==> src/rtl/seq_det_pkg.sv <==
// Shared definitions for the parametrised serial-pattern detector.
package seq_det_pkg;

   // Largest pattern length any detector instance may be built for.
   localparam int SEQ_MAX_W_LIMIT = 16;

   // Overlap mode selected out of reset.
   localparam logic DEF_OVERLAP = 1'b1;

   // Reset pattern length: the full width of the instance.
   function automatic int def_len(input int max_w);
      return max_w;
   endfunction

   // Mask with the low 'len' bits set, i.e. (1 << len) - 1.
   function automatic logic [SEQ_MAX_W_LIMIT-1:0] len_mask(input logic [4:0] len);
      logic [SEQ_MAX_W_LIMIT:0] full;
      full = ({{SEQ_MAX_W_LIMIT{1'b0}}, 1'b1} << len) - {{SEQ_MAX_W_LIMIT{1'b0}}, 1'b1};
      return full[SEQ_MAX_W_LIMIT-1:0];
   endfunction

endpackage

==> src/rtl/seq_detector_param_sat_counter.sv <==
// Saturating up-counter; a clear in the same cycle as an increment wins.
module sat_counter #(
   parameter int CNT_W = 8
) (
   input  logic             clk,
   input  logic             rst,
   input  logic             inc,
   input  logic             clr,
   output logic [CNT_W-1:0] q
);

   localparam logic [CNT_W-1:0] CNT_MAX = {CNT_W{1'b1}};
   localparam logic [CNT_W-1:0] CNT_ONE = {{(CNT_W-1){1'b0}}, 1'b1};

   logic [CNT_W-1:0] cnt_r;

   // Count increments, hold at all-ones, clear has priority.
   always_ff @(posedge clk) begin
      if (rst) begin
         cnt_r <= {CNT_W{1'b0}};
      end else if (clr) begin
         cnt_r <= {CNT_W{1'b0}};
      end else if (inc && (cnt_r != CNT_MAX)) begin
         cnt_r <= cnt_r + CNT_ONE;
      end
   end

   assign q = cnt_r;

endmodule

==> src/rtl/seq_detector_param.sv <==
// Run-time configurable Mealy serial-pattern detector with a saturating
// match counter. Bit 0 of the pattern is the most recently received bit.
module seq_detector_param
   import seq_det_pkg::*;
#(
   parameter int MAX_W = 8,
   parameter int CNT_W = 8
) (
   input  logic                         clk,
   input  logic                         rst,
   input  logic                         cfg_load,
   input  logic [MAX_W-1:0]             cfg_pattern,
   input  logic [$clog2(MAX_W+1)-1:0]   cfg_len,
   input  logic                         cfg_overlap,
   input  logic                         din_valid,
   input  logic                         din,
   input  logic                         cnt_clr,
   output logic                         match,
   output logic [CNT_W-1:0]             match_cnt,
   output logic                         cfg_err
);

   localparam int LEN_W = $clog2(MAX_W+1);
   localparam logic [LEN_W-1:0] DEF_LEN_V = LEN_W'(def_len(MAX_W));
   localparam logic [LEN_W-1:0] MIN_LEN   = LEN_W'(2);
   localparam logic [LEN_W-1:0] FILL_MAX  = LEN_W'(MAX_W-1);
   localparam logic [LEN_W-1:0] LEN_ONE   = LEN_W'(1);

   logic [MAX_W-1:0] pattern_r;
   logic [LEN_W-1:0] len_r;
   logic             overlap_r;
   logic [MAX_W-2:0] window_r;
   logic [LEN_W-1:0] fill_r;
   logic             cfg_err_r;

   logic [MAX_W-1:0] cand_s;
   logic [MAX_W-1:0] mask_s;
   logic             len_ok_s;
   logic             match_s;

   // Candidate word, active-length mask, config legality and the match decision.
   always_comb begin
      cand_s   = {window_r, din};
      mask_s   = MAX_W'(len_mask(5'(len_r)));
      len_ok_s = (cfg_len >= MIN_LEN) && (cfg_len <= DEF_LEN_V);
      if (din_valid && !cfg_load && (fill_r >= (len_r - LEN_ONE)) &&
          ((cand_s & mask_s) == (pattern_r & mask_s))) begin
         match_s = 1'b1;
      end else begin
         match_s = 1'b0;
      end
   end

   // Config capture, history window shift and fill tracking.
   always_ff @(posedge clk) begin
      if (rst) begin
         pattern_r <= {MAX_W{1'b0}};
         len_r     <= DEF_LEN_V;
         overlap_r <= DEF_OVERLAP;
         window_r  <= {(MAX_W-1){1'b0}};
         fill_r    <= {LEN_W{1'b0}};
         cfg_err_r <= 1'b0;
      end else if (cfg_load) begin
         // A load always swallows any bit presented in the same cycle.
         if (len_ok_s) begin
            pattern_r <= cfg_pattern;
            len_r     <= cfg_len;
            overlap_r <= cfg_overlap;
            window_r  <= {(MAX_W-1){1'b0}};
            fill_r    <= {LEN_W{1'b0}};
         end else begin
            cfg_err_r <= 1'b1;
         end
      end else if (din_valid) begin
         window_r <= cand_s[MAX_W-2:0];
         // Non-overlapping mode forgets the matched bits by restarting the fill.
         if (match_s && !overlap_r) begin
            fill_r <= {LEN_W{1'b0}};
         end else if (fill_r < FILL_MAX) begin
            fill_r <= fill_r + LEN_ONE;
         end
      end
   end

   sat_counter #(
      .CNT_W (CNT_W)
   ) u_cnt (
      .clk (clk),
      .rst (rst),
      .inc (match_s),
      .clr (cnt_clr),
      .q   (match_cnt)
   );

   assign match   = match_s;
   assign cfg_err = cfg_err_r;

endmodule

==> config.mk <==
export PLATFORM = sky130hd
export DESIGN_NAME = seq_detector_param
export DESIGN_NICKNAME = d
export VERILOG_FILES = /design/src/rtl/seq_det_pkg.sv /design/src/rtl/seq_detector_param_sat_counter.sv /design/src/rtl/seq_detector_param.sv
export SDC_FILE = /design/constraint.sdc
export NUM_CORES = 1
export LEC_CHECK = 0
export ABC_AREA = 1
export CORE_MARGIN = 2
export CORE_UTILIZATION = 58
export DETAILED_ROUTE_END_ITERATION = 8
export GPL_TIMING_DRIVEN = 1
export HOLD_SLACK_MARGIN = 0.03
export PLACE_DENSITY = 0.9
export SLEW_MARGIN = 30
export SYNTH_ARGS = -nofsm -noshare
export SYNTH_HDL_FRONTEND = slang
export SYNTH_SLANG_ARGS = --single-unit
==> constraint.sdc <==
create_clock -name clk -period 5.16 [get_ports clk]
set_input_delay 0.774 -clock clk [delete_from_list [all_inputs] [get_ports clk]]
set_output_delay 0.774 -clock clk [all_outputs]
set_load 0.005 [all_outputs]
==> impl_summary.md <==
Run status
The run finished with clean final reports.

Synthesis
The average instance in the mapped netlist occupies 7.019 um2. The sequential share of the synthesized area is 0.3338. By area the synthesized netlist is led by dfxtp_1 33%, nand2_1 9.5%, nand3_1 7.8%. Of the total synthesized cell area, the portion taken by XOR and XNOR cells is 0.05752.

After synthesis the cells add up to 0.001979 mm2. The multiplexer fraction of the synthesized cell area is 0. Counting flops and latches in the post-synthesis netlist gives 33. The post-synth net total is 313. The synthesized netlist contains 29 unique library cells. The proportion of register bits with asynchronous set or reset after synthesis is 0. In the synthesized netlist the dominant register cell turns out to be dfxtp_1. The number of cells produced by synthesis is 282. The simple-gate share of the synthesized area is 0.3249. The total number of yosys warnings is 0. Of the post-synthesis cell area, the dominant cell type holds 0.3338.

The leading area contributor after synthesis is dfxtp_1. The most used standard cell by instance count after synthesis is nand2_1. By count the netlist is led by 50 x nand2_1, 33 x dfxtp_1, 33 x nor2_1. The synthesized design contains 0 enable-type register cells. The adder-cell share of the synthesized area is 0.07585. The share of the synthesized area in compound gates (AO/OA/AOI/OAI) was 0.1283. The largest family of logic cells by synthesized area is simple AND/OR/NAND/NOR gates.

Die
In this run the horizontal extent of the chip is between 60 and 70 um. The I/O pin count is 29. The overall die area is between 0.003 and 0.004 mm2. The die boundary height is 62.42 um.

The effective utilization at floorplan is 0.5979. The number of standard-cell rows in the floorplan is 21. In this run the standard cell core region covers 0.003311 mm2.

Worst setup path
The largest single stage delay on the critical path is 540 ps. The data arrival time at the worst-slack endpoint is roughly 2800 ps. For this design, the slowest cell found on the critical path is clkdlybuf4s50_1.

At the worst endpoint, the required time is 4390 ps. The worst register-to-register path begins at len_r[0]. The most frequent cell on the critical path is clkdlybuf4s50_1. The endpoint identified for the worst register-to-register timing path is u_cnt.q[2]. The critical path goes through clkdlybuf4s50_1, inv_1, nor2_2, inv_2, a21oi_1, nand3_1, nor2_1, nand2_1, nor3_2, clkdlybuf4s50_1. The worst setup path is launched from a primary input.

STA classifies the critical path endpoint as an output port. The worst register-to-register path has a depth of 14. The critical path start-end classification is in -> out. The minimum setup slack among reg-to-reg paths is approximately 2700 ps.

The maximum fanout along the worst path is 9.

Route
In the routed design, unresolved DRC markers number 0. Before antenna repair, the detailed router went through 4 iterations. The final route contains 1914 vias. The via count normalized by instance count is 5.346. For this block, the initial DRC count from the detailed router was about 150. The average routed wire per standard cell is 12.49 um. The residual antenna-violating net count after detailed routing is 0. The aggregate routed wire length is 4473 um.

STA
Between clock sinks in the finished design, the worst skew comes to approximately 12 ps. The worst setup slack after layout is 1571 ps. The worst path in the final design needs a cycle of between 3000 and 4000 ps, including I/O delays and setup.

Setup violations remaining at the end of the flow were counted as 0. The final period utilization is 0.6955. The hold violation total from the final report is 0. The headroom to the max-slew limit is 0.5679. The fmax is 278.6 MHz. At the pin with the least slew margin, the transition time is 647.5 ps. Across all hold checks on the routed design, the worst slack comes to 504.8 ps.

Summed over all failing endpoints, the final setup total negative slack is 0 ps. The max-slew violation count is 0. Setup repair after global routing left no endpoint under its margin.

Min path
The worst hold-check path type is reg -> reg. The worst hold path stage count is 2. The worst hold path terminates at window_r[6]. In this run the most critical hold path is launched from window_r[6].

Placement
Detailed placement finished with a half-perimeter wire length of 3319 um. The number of buffers added on ports is 28. The congestion estimate from routability-driven global placement came to slightly below 0.9. At the placement stage, the worst setup path has a slack of 1562 ps.

Power and ir drop
The analysis attributes to cell leakage a power of between 1 and 1.5 nW. The power density normalized to cell area is around 250 mW/mm2. The total design power is 591.7 uW. VDD sags by at most 224.4 uV.

Layout
The number of antenna cells inserted is 0. The layout overhead on the synthesized area is 19.60%. The final layout contains around 340 nets.

The number of inserted filler cells in the final layout is approximately 300. The layout cell share with drive strength beyond 1 is 0.08013.

Global routing
The met3 usage is 0.06667. The number of antenna violations at the first check in global routing is 0. The layer carrying the most global-route usage is met2.

The overall routing resource usage is 0.2540. The global-route congestion overflow total is 0. The first global-routing pass estimated 7893 um of wire. Entering global routing, the biggest net connects 24 pins. The routing usage on met1 is 0.2810. The global routing usage on met2 is 0.4543. The number of global-route vias before repair is 1848.

Clock tree
TritonCTS built the clock tree. The number of gates resized after CTS was 0. The clock buffer count from CTS is 5.

The number of clock sinks is 33. The clock tree synthesis step divided the H-tree into 2 levels. Clock-pin slew was measured on the worst setup and hold paths at between 100 and 150 ps.

The number of hold buffers added after CTS was 0. The number of buffers on the longest clock path is 2. The library cell used as clock root buffer is clkbuf_4. After clock tree synthesis, the setup repair step added 0 buffers. Clock latency on the worst-skew pair, taken at its later pin, is approximately 360 ps.

Run
The max capacitance violation total is 0.
==> state kept, by name, indices dropped and copies added, names as in the netlist <==
| signal | cells |
|---|---|
| u_cnt.q | 8 |
| len_r | 4 |
| overlap_r | 1 |
| window_r | 7 |
| pattern_r | 8 |
| fill_r | 4 |
| cfg_err | 1 |
==> final cells by class <==
cell class,count,area (um2),share of cell area
Multi-Input combinational cell,211,1161,0.4905
Sequential cell,33,660.6,0.2791
Timing Repair Buffer,29,287.8,0.1216
Inverter,31,116.4,0.04915
Tap cell,46,57.56,0.02431
Clock inverter,3,46.29,0.01956
Clock buffer,5,37.54,0.01586
==> where the power goes <==
| part | switching [mW] | leakage (nW) | internal, mW | total (mW) |
|---|---|---|---|---|
| Combinational | 0.0623 | 0.721 | 0.0473 | 0.110 |
| Clock | 0.101 | 0.0414 | 0.102 | 0.204 |
| Sequential | 0.0118 | 0.270 | 0.267 | 0.278 |
| Total | 0.175 | 1.03 | 0.416 | 0.592 |
==> stage by stage <==
stage            util  instances  instance area (um2)
2_1_floorplan       -        282                 1979
3_3_place_gp   0.6897        350                 2283
3_5_place_dp   0.6897        350                 2283
4_1_cts        0.7150        358                 2367
5_1_grt        0.7150        358                 2367
6_report       0.7150        358                 2367
==> metal layers <==
| layer | vias to the layer above | routed length, um |
|---|---|---|
| li1 | 986 | - |
| met1 | 880 | 1936 |
| met2 | 38 | 2267 |
| met3 | 10 | 159 |
| met4 | 0 | 109 |
| met5 | - | 0 |
==> cells in the final DEF, fill, tap and decap left out, drive strengths merged <==
cell	netlist	final
clkinv	0	1
nand4	6	6
ha	12	12
nand3	35	35
bufinv	0	1
and3	1	1
a21oi	25	25
inv	31	31
buf	3	1
dfxtp	33	33
o21ai	19	19
xnor2	5	5
clkbuf	4	5
clkdlybuf4s50	0	28
o211ai	1	1
o31ai	2	2
nand2	54	54
o21bai	1	1
nand3b	1	1
xor2	8	8
nor3	4	4
nor2	37	37
clkinvlp	0	1
==> logic make-up after synthesis <==
group           count (synthesis)
simple gates                  138
fa+ha+maj                      12
buf+inv                        38
xor+xnor                       13
compound gates                 48
flops                          33
==> critical path, delay by kind of cell <==
family,cells,cell delay [ps]
simple gates,5,720
compound gates,1,140
buf+inv,4,1180
==> worst max path at each step <==
stage / startpoint / end / slack [ps] / cells past startpoint
after CTS: din_valid / match / 1560 / 10
after floorplan: din_valid / match / 2730 / 8
after detailed placement: din_valid / match / 1560 / 10
after global routing: din_valid / match / 1370 / 10
after global placement: cfg_load / match / 1610 / 9
final: din_valid / match / 1570 / 10
Note: power is estimated with default switching activity, not from simulation.
